--- config.mk ---
export PLATFORM = sky130hd
export DESIGN_NAME = encoder_4x2_hs
export DESIGN_NICKNAME = d
export VERILOG_FILES = /design/src/rtl/encoder_4x2_hs_pkg.sv /design/src/rtl/encoder_4x2_hs_prio.sv /design/src/rtl/encoder_4x2_hs.sv
export SDC_FILE = /design/constraint.sdc
export NUM_CORES = 1
export LEC_CHECK = 0
export ABC_AREA = 0
export CORE_UTILIZATION = 40
export DETAILED_ROUTE_END_ITERATION = 16
export MAX_ROUTING_LAYER = met4
export SLEW_MARGIN = 0
export SYNTH_ARGS = -nofsm -noshare
export SYNTH_HDL_FRONTEND = slang
export SYNTH_SLANG_ARGS = --single-unit
--- constraint.sdc ---
create_clock -name clock -period 2.7 [get_ports clock]
set_input_delay 0.81 -clock clock [delete_from_list [all_inputs] [get_ports clock]]
set_output_delay 0.81 -clock clock [all_outputs]
set_load 0.1 [all_outputs]
--- src/rtl/encoder_4x2_hs_pkg.sv ---
// Shared definitions for the 4-to-2 handshake encoder: FSM states,
// line-to-code constants and the all-inactive line pattern.
package encoder_4x2_hs_pkg;

    typedef enum logic [1:0] {
        IDLE    = 2'b00,
        QUALIFY = 2'b01,
        VALID   = 2'b10,
        RELEASE = 2'b11
    } encState_e;

    // Lines are active-low, so an idle bus reads all ones.
    localparam logic [0:3] LINES_NONE = 4'b1111;

    localparam logic [1:0] CODE_LINE3 = 2'b11;
    localparam logic [1:0] CODE_LINE2 = 2'b10;
    localparam logic [1:0] CODE_LINE1 = 2'b01;
    localparam logic [1:0] CODE_LINE0 = 2'b00;

    // Wide enough for the largest stability requirement (15 samples).
    localparam int SCNT_W = 4;

endpackage

--- src/rtl/encoder_4x2_hs_prio.sv ---
// Combinational priority encoder for an active-low 4-line vector.
// Line 3 has the highest priority; an empty pattern encodes as line 0
// and is flagged by any=0.
module priority_encoder_4x2
    import encoder_4x2_hs_pkg::*;
(
    input  logic [0:3] D,
    output logic       A,
    output logic       B,
    output logic       any,
    output logic       multi
);

    logic [0:3] active;
    logic [1:0] code;

    assign active = ~D;

    // Pick the code of the highest-numbered active line.
    always_comb begin
        code = CODE_LINE0;
        if (active[3]) begin
            code = CODE_LINE3;
        end else if (active[2]) begin
            code = CODE_LINE2;
        end else if (active[1]) begin
            code = CODE_LINE1;
        end
    end

    assign A     = code[1];
    assign B     = code[0];
    assign any   = |active;
    assign multi = (active[0] & active[1]) | (active[0] & active[2]) |
                   (active[0] & active[3]) | (active[1] & active[2]) |
                   (active[1] & active[3]) | (active[2] & active[3]);

endmodule

--- src/rtl/encoder_4x2_hs.sv ---
// Registered 4-to-2 priority encoder with input qualification and a
// valid/ack handshake. A line pattern must hold for STABLE_CYCLES
// registered samples before its code is captured; the code is then held
// until acknowledged, and the input must go idle (or enable rise) before
// another pattern can be qualified.
module encoder_4x2_hs
    import encoder_4x2_hs_pkg::*;
#(
    parameter int STABLE_CYCLES = 2,
    parameter int CNT_W         = 4
) (
    input  logic             clock,
    input  logic             reset_b,
    input  logic [0:3]       D,
    input  logic             enable,
    input  logic             ack,
    output logic             A,
    output logic             B,
    output logic             valid,
    output logic             multi,
    output logic [CNT_W-1:0] count
);

    localparam logic [SCNT_W-1:0] STABLE_CNT = SCNT_W'(STABLE_CYCLES);
    localparam logic [CNT_W-1:0]  COUNT_ONE  = CNT_W'(1);

    encState_e         state_q, state_d;
    logic [0:3]        d_q;
    logic [0:3]        cand_q, cand_d;
    logic [SCNT_W-1:0] scnt_q, scnt_d;
    logic              a_q, a_d;
    logic              b_q, b_d;
    logic              valid_q, valid_d;
    logic              multi_q, multi_d;
    logic [CNT_W-1:0]  count_q, count_d;
    logic              capture;

    logic [0:3]        encIn;
    logic              encA, encB, encAny, encMulti;

    // In IDLE the encoder looks at the incoming sample so that a one-sample
    // requirement can capture on the same edge that loads the candidate;
    // everywhere else it encodes the held candidate.
    assign encIn = (state_q == IDLE) ? d_q : cand_q;

    priority_encoder_4x2 u_prio (
        .D     (encIn),
        .A     (encA),
        .B     (encB),
        .any   (encAny),
        .multi (encMulti)
    );

    // Input sample register; all qualification works from this copy.
    always_ff @(posedge clock or negedge reset_b) begin
        if (!reset_b) begin
            d_q <= LINES_NONE;
        end else begin
            d_q <= D;
        end
    end

    // FSM state, candidate, stability counter and output registers.
    always_ff @(posedge clock or negedge reset_b) begin
        if (!reset_b) begin
            state_q <= IDLE;
            cand_q  <= LINES_NONE;
            scnt_q  <= '0;
            a_q     <= 1'b0;
            b_q     <= 1'b0;
            valid_q <= 1'b0;
            multi_q <= 1'b0;
            count_q <= '0;
        end else begin
            state_q <= state_d;
            cand_q  <= cand_d;
            scnt_q  <= scnt_d;
            a_q     <= a_d;
            b_q     <= b_d;
            valid_q <= valid_d;
            multi_q <= multi_d;
            count_q <= count_d;
        end
    end

    // Next-state logic: qualify, capture, wait for ack, then wait for the
    // bus to go idle so a held pattern is not captured twice.
    always_comb begin
        state_d = state_q;
        cand_d  = cand_q;
        scnt_d  = scnt_q;
        a_d     = a_q;
        b_d     = b_q;
        valid_d = valid_q;
        multi_d = multi_q;
        count_d = count_q;
        capture = 1'b0;

        unique case (state_q)
            IDLE: begin
                if (!enable && encAny) begin
                    cand_d = d_q;
                    scnt_d = SCNT_W'(1);
                    if (STABLE_CYCLES == 1) begin
                        capture = 1'b1;
                    end else begin
                        state_d = QUALIFY;
                    end
                end
            end
            QUALIFY: begin
                if (enable || (d_q != cand_q)) begin
                    state_d = IDLE;
                end else begin
                    scnt_d = scnt_q + SCNT_W'(1);
                    if ((scnt_q + SCNT_W'(1)) == STABLE_CNT) begin
                        capture = 1'b1;
                    end
                end
            end
            VALID: begin
                if (ack) begin
                    valid_d = 1'b0;
                    state_d = RELEASE;
                end
            end
            RELEASE: begin
                if ((d_q == LINES_NONE) || enable) begin
                    state_d = IDLE;
                end
            end
            default: begin
                state_d = IDLE;
            end
        endcase

        if (capture) begin
            a_d     = encA;
            b_d     = encB;
            multi_d = encMulti;
            valid_d = 1'b1;
            count_d = count_q + COUNT_ONE;
            state_d = VALID;
        end
    end

    assign A     = a_q;
    assign B     = b_q;
    assign valid = valid_q;
    assign multi = multi_q;
    assign count = count_q;

endmodule

# After elaboration in Yosys (flattened, before gate mapping)

Cells that the tools add are included.

Output and inout bits: 8
Logic and storage cells: 67
Register bits after elaboration: 22

Multiplexer cells: 19
Bitwise gates (word level): 12
Add/subtract/negate cells: 2
Equal/unequal tests: 12
Reductions and logical operators: 13

Operators with widths:

| cell                                          | number |
|---|---|
| two-way mux 2 bit                             | 7 |
| two-way mux 4 bit                             | 3 |
| != test 3 bit, second input constant          | 3 |
| adder 4 x 1 -> 4 bit, second input constant   | 2 |
| one-hot mux 2 bit (4 select lines)            | 1 |
| one-hot mux 4 bit (2 select lines)            | 1 |
| two-way mux 1 bit                             | 7 |
| bitwise AND 1 bit                             | 6 |
| nonzero test 2 bit                            | 3 |
| OR 1 bit                                      | 5 |
| == test 2 bit, second input constant          | 2 |
| == test 4 x 2 -> 1 bit, second input constant | 1 |
| == test 4 bit, second input constant          | 1 |
| != test 4 bit                                 | 1 |
| NOT 4 bit                                     | 1 |
| AND reduction 2 bit                           | 2 |
| AND reduction 4 bit                           | 1 |
| OR reduction 4 bit                            | 1 |
| != test 3 x 2 -> 1 bit, second input constant | 1 |
| AND reduction 3 bit                           | 1 |
| == test 2 x 1 -> 1 bit, second input constant | 1 |
| zero test 2 bit                               | 1 |
| logical OR 1 bit                              | 2 |
| != test 2 x 1 -> 1 bit, second input constant | 1 |
| 3 further kinds                               | 3 |

# Longest topological paths before layout

Gate-level depths: netlist of the first run.

Word-level depth: 9
Depth in mapped cells: 6
Gate-level depth less buffers: 5

# By module

A second synthesis of the first run with hierarchy kept.

Cell total of the unflattened synthesis: 95
Area total of the unflattened synthesis: 1,107.3 µm²

Modules (own cells, without submodules):

| module               | seq. area each (µm²) | area each (µm²) | instances | cells each |
|---|---|---|---|---|
| encoder_4x2_hs       | 560.5                | 1,063.5         | 1         | 88 |
| priority_encoder_4x2 | 0.0                  | 43.8            | 1         | 7 |

# Worst setup path after synthesis of the first run

No wires, ideal clock.

Path kind: input -> register
Start point: input enable
End point: register count_q[1], in the netlist count[1]
Data arrival time: 1.845 ns
Data required time: 2.574 ns
Path slack: 0.728 ns
Cell stages on the path: 4
Path buffers: 1
Cells stage by stage: nor4b_4 -> and4_1 -> buf_6 -> mux2_4

Word-level cells in the longest chain between the ends: 3

Ends and longest elaborated chain:

| item                 | line                  | text |
|---|---|---|
| start, declared      | encoder_4x2_hs.sv:15  | `input logic enable,` |
| logical OR 1 bit     | encoder_4x2_hs.sv:112 | `if (enable \|\| (d_q != cand_q)) begin` |
| two-way mux 1 bit    | encoder_4x2_hs.sv:112 |  |
| two-way mux 1 bit    | encoder_4x2_hs.sv:99  | `unique case (state_q)` |
| end signal, assigned | encoder_4x2_hs.sv:82  | `count_q <= count_d;` |
| end, declared        | encoder_4x2_hs.sv:35  | `logic [CNT_W-1:0] count_q, count_d;` |

No other way between the ends.
A chain may end at the register's enable or synchronous reset.

# Worst setup path after layout of the first run

Start point: input enable
End point: register a_q, in the netlist A

Word-level cells in the longest chain between the ends: 3

Ends and longest elaborated chain:

| item                 | line                  | text |
|---|---|---|
| logical OR 1 bit     | encoder_4x2_hs.sv:112 |  |
| two-way mux 1 bit    | encoder_4x2_hs.sv:112 |  |
| two-way mux 1 bit    | encoder_4x2_hs.sv:99  |  |
| end signal, assigned | encoder_4x2_hs.sv:69  | `a_q <= 1'b0;` |
| end signal, assigned | encoder_4x2_hs.sv:78  | `a_q <= a_d;` |
| end, declared        | encoder_4x2_hs.sv:31  | `logic a_q, a_d;` |

No other way between the ends.

==> run metrics, run 1 <==
Hold Crit Start=count[2]; status=finished, final reports clean; Worst-Skew Late Latency=around 310 ps; Rows=19; arrival time at the worst endpoint=2290 ps; #FFs+latches synth=22; # resized after CTS=0; area added between synthesis and finish=18.8%; post-CTS setup repair buffer count=0; Leakage=0.658 nW; Hold WC Path Type=reg2reg; Startpoint Class=input port; crit-path leading delay family=buffers and inverters; syn nets=115; Worst-Margin Slew=444 ps; Final Hold Vio Count=0; routed len/inst=roughly 14 um; r2r setup slk=750 ps; Die ar.=3150 um2; count of final setup violators=0; Final Critical Period=2080 ps; global-route wire length before repair=3840 um; commonest non-fill, non-tap cells in the layout=nand2_1, dfrtp_1, buf_4; critical path's slowest cell=clkdlybuf4s50_1; Synth Warn #=0; DR vias/cell=~5.4; FFs w/ async S/R, synth=100%; power per cell area=1010 nW/um2; drt first-iter violations=8; clk root buf=clkbuf_4; initial antenna violation count=0; Hold Path Stages=1; Worst VDD drop=between 0.0006 and 0.0007 V; Starting Density=42.5%; ys flop type=dfrtp_1; r2r endpoint=A; Die W=56.1 um; I/O Buffers=15; WS Path Type=in2reg; largest net degree at the start of global routing=23; Slew Limit Fails=0; clock skew=5.41 ps; Post-synth EDFFs=0; Vias=841; Worst Hold Path EP=count[2]; crit path buf inv count=2; num ports=16; synthesized instance count=roughly 100; GRT Util Overall=roughly 16%; deepest clock path buffer count=2; Layout Nets=138; H-tree levels=1; Num CTS Buffers=3; Pre-antenna DRT Iters=4; commonest non-fill, non-tap cell in the layout=nand2_1; total gr overflow=0; Setup TNS=0 ps; core footprint=2760 um2; Residual DRC=0; RSZ-0062 raised after global routing=no; CTS clock-pin slew for the worst setup and hold paths=between 100 and 150 ps; fin crit share=77.1%; vias in the first global route=838; CTS tree=built; Layout Utilization=around half; Max-Cap Viols=0; R2R depth=6; post-synthesis cell area=1170 um2; ANT nets after route=0; Critical Path Fanout Max=4; max_slew headroom=a little over two thirds; CP cell instances=clkdlybuf4s50_1, nor4b_4, and4_1, buf_4, mux2_4; fill cell count=255; Placer Congestion=~0.88; Req. time, crit path=2910 ps; hpwl dp=roughly 1600 um; die height=56.1 um; Netlist cell types=39; clock tree sinks=22; Seq/Total Area, Yosys=between 40% and 50%; Hold Buf Count CTS=0; Post-Route WL=2140 um; Fmax=481 MHz; max incr delay on CP=480 ps; ANT cells=0; RR Startpoint=scnt_q[0]; CP Capture Type=flip-flop; Final Hold Slack=495 ps; Avg Cell Area, Syn=11.3 um2; layout cell share with drive strength beyond 1=30.2%
power breakdown:
part | internal [mW] | total (mW) | switching, mW
logic | 0.230 | 0.677 | 0.447
registers | 0.441 | 0.545 | 0.105
clock network | 0.0824 | 0.186 | 0.104
total | 0.752 | 1.41 | 0.656
cells by family after synthesis:
| logic type | count (synthesis) | synth area share [%] |
|---|---|---|
| xor gates and xnor gates | 8 | 5.98 |
| muxes | 9 | 9.51 |
| buffers and inverters | 4 | 2.56 |
| and+or+nand+nor | 44 | 21.6 |
| adders and majority gates | 3 | 3.21 |
| DFF | 22 | 47.9 |
| AOI/OAI and AO/OA | 14 | 9.30 |
synthesized netlist by cell type (all sizes together) (3+ instances only):
cell type / count / area [um2]
nor2: 5 / 18.8
and3: 3 / 20.0
mux2: 5 / 71.3
xor2: 6 / 52.6
dfstp: 8 / 210
mux2i: 4 / 40.0
ha: 3 / 37.5
nand4: 3 / 18.8
nand2: 18 / 67.6
dfrtp: 14 / 350
per-stage QoR:
step	total power, mW	std cells	setup slack, ps	area (um2)
2_1_floorplan	1.07	104	728	1170
3_3_place_gp	1.23	153	305	1360
3_5_place_dp	1.23	153	291	1360
4_1_cts	1.42	157	632	1390
5_1_grt	1.50	157	603	1390
6_report	1.41	157	619	1390
registers in the layout, summed over array words and instances, names as in the netlist:
| register | count |
|---|---|
| count | 4 |
| A | 1 |
| cand_q | 4 |
| scnt_q | 4 |
| d_q | 4 |
| valid | 1 |
| B | 1 |
| state_q | 2 |
| multi | 1 |
final cells by class:
class	count	area, um2	area share (%)
inverter	2	7.51	0.540
clock buffer	4	36.3	2.61
tap	31	38.8	2.79
multi-input combinational	78	581	41.7
timing repair buffer	20	168	12.1
sequential	22	561	40.3
metal layers:
layer | part of all wire, % | vias to the layer above | global-route usage, %
met1 | 51 | 408 | 21.4
met5 | 0 | - | -
li1 | - | 416 | -
met3 | 2.8 | 4 | 3.02
met4 | 1.8 | 0 | 7.32
met2 | 45 | 13 | 24.3
worst reg2reg max path, stage by stage (launching register included):
cell	delay [ps]
dfrtp_1	460
ha_1	260
or3_1	330
o31ai_2	100
and4_1	260
buf_4	150
mux2_4	300
worst max-delay path by stage:
stage | slack, ps | from | endpoint | cells past startpoint
2_1_floorplan | 730 | enable | count[1] | 4
3_3_place_gp | 310 | enable | A | 5
3_5_place_dp | 290 | enable | A | 5
4_1_cts | 630 | enable | A | 5
5_1_grt | 600 | enable | A | 5
6_report | 620 | enable | A | 5
(Power assumes the default switching activity.)
==> inputs of run 2 (changes only) <==
clock period = 2 ns   (was 2.7 ns; I/O delays follow)
==> run metrics, run 2 (synthesis results as in run 1) <==
core footprint=2760 um2 (unchanged); deepest clock path buffer count=2 (unchanged); layout cell share with drive strength beyond 1=32.8% (+2.7 points); Worst VDD drop=0.000862 V (+27%); Final Worst Setup Slack=106 ps (-513 ps); DP Worst Slack=-203 ps (-493 ps); r2r setup slk=110 ps (-640 ps); Placer Congestion=0.798 (-9.8%); num ports=16 (unchanged); Final Hold Vio Count=0 (unchanged); H-tree levels=1 (unchanged); ANT nets after route=0 (unchanged); crit path buf inv count=2 (unchanged); Worst-Skew Late Latency=300 ps (about the same); I/O Buffers=15 (unchanged); ANT cells=0 (unchanged); GRT Util Overall=16.2% (-0.026 points); CP Capture Type=flip-flop; Layout Nets=143 (+3.6%); initial antenna violation count=0 (unchanged); clk root buf=clkbuf_4; Max-Cap Viols=0 (unchanged); CP cell instances=buf_4, and3b_1, o31ai_2, and4_1, buf_4, mux2_4; count of final setup violators=0 (unchanged); routed len/inst=13.2 um (-3.1%); DR vias/cell=5.30 (-1.0%); Critical Path Fanout Max=5 (+1); multi-input combinational cell area=583 um2 (+0.43%); status=finished, final reports clean; register area=561 um2 (unchanged); max incr delay on CP=440 ps (-40 ps); most frequent CP cell=buf_4; Req. time, crit path=2200 ps (-710 ps); RR Startpoint=scnt_q[1]; Final Critical Period=1890 ps; Post-Route WL=2140 um (about the same); Vias=859 (+2.1%); CTS clock-pin slew for the worst setup and hold paths=120 ps (about the same); critical path's slowest cell=dfrtp_1; Slew Limit Fails=0 (unchanged); Die ar.=3150 um2 (unchanged); Pre-antenna DRT Iters=4 (unchanged); max_slew headroom=79.5% (+9.2 points); vias in the first global route=866 (+3.3%); Residual DRC=0 (unchanged); Fmax=528 MHz; Num CTS Buffers=3 (unchanged); Critical Path Source=scnt_q[1]; Rows=19 (unchanged); crit-path leading delay family=flip-flops; drt first-iter violations=22 (+14); Hold Buf Count CTS=0 (unchanged); arrival time at the worst endpoint=2100 ps (-190 ps); largest net degree at the start of global routing=23 (unchanged); Die W=56.1 um (unchanged); Final Hold Slack=498 ps (+2.77 ps); fill cell count=249 (-2.4%); Startpoint Class=flip-flop; fin crit share=94.7%; Leakage=0.702 nW (+6.7%); area added between synthesis and finish=29.9%; power per cell area=1340 nW/um2 (+33%); clock skew=4.04 ps (-1.36 ps); total gr overflow=0 (unchanged); global-route wire length before repair=3910 um (+1.6%); Hold WC Path Type=reg2reg; Starting Density=42.5% (unchanged); die height=56.1 um (unchanged); WS Path Type=reg2reg; hpwl dp=1610 um (+1.0%); commonest non-fill, non-tap cell in the layout=nand2_1; clock tree sinks=22 (unchanged); CTS tree=built; RSZ-0062 raised after global routing=no; commonest non-fill, non-tap cells in the layout=nand2_1, dfrtp_1, buf_4; Hold Crit Start=cand_q[0]; Worst-Margin Slew=306 ps (-137 ps)
-- run 2: repair_timing --
action / in CTS / in global routing
endpoints found under the setup margin: 0 / 3
setup buffers: 0 / 1
resized for setup: 0 / 1
-- run 2: per-stage QoR --
stage               TNS, ps  instances  total power [mW]  area (um2)  utilization (%)
floorplan                 0        104              1.44        1170                -
CTS                       0        161              2.05        1510             54.8
global placement       -750        157              1.83        1490             53.9
global route              0        162              2.17        1520             55.2
detailed placement     -869        157              1.84        1490             53.9
finish                    0        162              2.04        1520             55.2
-- run 2: path summary, 6_finish.rpt --
| kind | cells past startpoint | endpoint |
|---|---|---|
| max | 6 | multi |
| min | 2 | cand_q[0] |
| max reg2reg | 6 | multi |
| min reg2reg | 2 | cand_q[0] |
| max in group asynchronous | 2 | cand_q[1] |
| min in group asynchronous | 2 | state_q[0] |
-- run 2: layout make-up --
cell class / instances / share of cell area [%]
Multi-Input combinational cell: 78 / 38.3
Tap cell: 31 / 2.55
Clock buffer: 4 / 1.73
Inverter: 2 / 0.493
Timing Repair Buffer: 25 / 20.1
Sequential cell: 22 / 36.8
-- run 2: power by group --
part	internal (mW)	switching (mW)
logic	0.460	0.613
registers	0.595	0.168
clock network	0.0778	0.131
total	1.13	0.912
-- run 2: tightest hold or removal path: cells and delay by family (launching register included) --
kind	cells	cell delay, ps
DFF	1	410
and+or+nand+nor	2	110
-- run 2: per-layer routing --
metal  GRT usage (%)  vias up  part of all wire (%)
li1                -      426                     -
met5               -        -                     0
met2            25.2       16                    44
met1            21.3      413                    51
met3            2.56        4                   3.6
met4            6.27        0                   1.6
==> inputs of run 3 (changes only) <==
CORE_MARGIN = 2   (was not set)
==> run metrics, run 3 (synthesis results as in run 1) <==
status=finished, final reports clean; CTS tree=built; arrival time at the worst endpoint=2080 ps (-20 ps); Max-Cap Viols=0 (unchanged); total gr overflow=0 (unchanged); Die ar.=3380 um2 (+7.3%); layout cell share with drive strength beyond 1=32.8% (unchanged); area added between synthesis and finish=29.9% (unchanged); Layout Nets=143 (unchanged); global-route wire length before repair=3750 um (-4.1%); clk root buf=clkbuf_4; Num CTS Buffers=3 (unchanged); Hold Buf Count CTS=0 (unchanged); Rows=19 (unchanged); power per cell area=1340 nW/um2 (-0.28%); deepest clock path buffer count=2 (unchanged); DP Worst Slack=-191 ps (+11.5 ps); Final Critical Period=1890 ps (-0.767 ps); initial antenna violation count=0 (unchanged); CTS clock-pin slew for the worst setup and hold paths=120 ps (about the same); DR vias/cell=5.38 (+1.5%); Vias=872 (+1.5%); Pre-antenna DRT Iters=4 (unchanged); Final Hold Slack=496 ps (-1.77 ps); switching pwr=0.906 mW (-0.63%); max incr delay on CP=440 ps (about the same); Startpoint Class=flip-flop; R2R depth=6 (unchanged); vias in the first global route=836 (-3.5%); count of final setup violators=0 (unchanged); Fmax=528 MHz (about the same); Post-Route WL=2120 um (-0.52%); fin crit share=94.6% (about the same); Residual DRC=0 (unchanged); ANT cells=0 (unchanged); Final Hold Vio Count=0 (unchanged); Starting Density=42.5% (unchanged); fill cell count=254 (+2.0%); Die W=58.1 um (+3.6%); Final Worst Setup Slack=107 ps (+0.767 ps); Placer Congestion=0.812 (+1.8%); clock tree sinks=22 (unchanged); Hold WC Path Type=reg2reg; CP cell instances=ha_2, or3_1, o31ai_2, and4_1, buf_4, mux2_4; Setup TNS=0 ps (unchanged); GRT Util Overall=14.8% (-1.4 points); clock skew=5.28 ps (+1.24 ps); hpwl dp=1600 um (-0.67%); Worst-Margin Slew=297 ps (-9.65 ps); core footprint=2760 um2 (unchanged); Seq pwr share=37.3% (about the same); DP Cell Count=157 (unchanged); WS Path Type=reg2reg; Critical Path Fanout Max=5 (unchanged); max_slew headroom=80.1% (+0.65 points); Worst-Skew Late Latency=300 ps (about the same); Internal Power=1.13 mW (about the same); Sw Ratio=44.5% (-0.15 points); die height=58.1 um (+3.6%); ANT nets after route=0 (unchanged); Hold Path Stages=2 (unchanged); largest net degree at the start of global routing=23 (unchanged); Layout Utilization=55.2% (unchanged); Req. time, crit path=2190 ps (about the same); Slew Limit Fails=0 (unchanged); CP Capture Type=flip-flop; Leakage=0.702 nW (unchanged); Worst VDD drop=0.000905 V (+5.1%); num ports=16 (unchanged); RSZ-0062 raised after global routing=no; Clk pwr share=10.1% (about the same); commonest non-fill, non-tap cells in the layout=nand2_1, dfrtp_1, buf_4; Comb power frac=52.6% (about the same); commonest non-fill, non-tap cell in the layout=nand2_1; I/O Buffers=15 (unchanged); routed len/inst=13.1 um (-0.52%); H-tree levels=1 (unchanged); critical path's slowest cell=dfrtp_1; fin cells=162 (unchanged); drt first-iter violations=26 (+18%)
run 3: power groups by stage:
stage | Sequential [mW] | Combinational, mW | Clock [mW]
finish | 0.760 | 1.07 | 0.206
global route | 0.791 | 1.14 | 0.239
CTS | 0.763 | 1.07 | 0.219
detailed placement | 0.770 | 1.07 | 0
global placement | 0.769 | 1.07 | 0
floorplan | 1.06 | 0.377 | 0
run 3: area by class of cell:
cell class / count / area (um2) / area share (%)
clock buffers: 4 / 26.3 / 1.73
inverters: 2 / 7.51 / 0.493
multi-input cells: 78 / 583 / 38.3
flip-flops and latches: 22 / 561 / 36.8
well taps: 31 / 38.8 / 2.55
repair buffers: 25 / 305 / 20.1
run 3: metal layers:
metal  global-route usage (%)  wire [um]  share of wire [%]
met1                     19.3       1060                 50
met2                     24.2        973                 46
met3                     2.01         74                3.5
met4                     3.99         18               0.85
met5                        -          0                  0
run 3: path summary, 6_finish.rpt:
| kind | start | to | slack [ps] |
|---|---|---|---|
| worst min-delay path | cand_q[0] | cand_q[0] | 500 |
| worst max register to register | scnt_q[1] | A | 110 |
| min in group asynchronous | reset_b | count[0] | 640 |
| worst min register to register | cand_q[0] | cand_q[0] | 500 |
| worst max-delay path | scnt_q[1] | A | 110 |
| max in group asynchronous | reset_b | d_q[3] | 1080 |
run 3: what timing repair did:
item / 4_1_cts / 5_1_grt
endpoints found under the hold margin: 0 / 0
endpoints found under the setup margin: 0 / 3
buffers inserted: 0 / 1
resized for setup: 0 / 1
run 3: worst max-delay path: cells and delay by family (launching register included):
family	cells	cell delay [ps]
AO/OA/AOI/OAI	1	100
flip-flops	1	440
AND/OR/NAND/NOR	2	580
buffers and inverters	1	150
multiplexers	1	300
adder cells (fa/ha/maj)	1	210
run 3: through the flow:
step,cell area [um2],power (mW)
6_report,1520,2.04
5_1_grt,1520,2.17
4_1_cts,1510,2.05
3_5_place_dp,1490,1.84
3_3_place_gp,1490,1.83
2_1_floorplan,1170,1.44
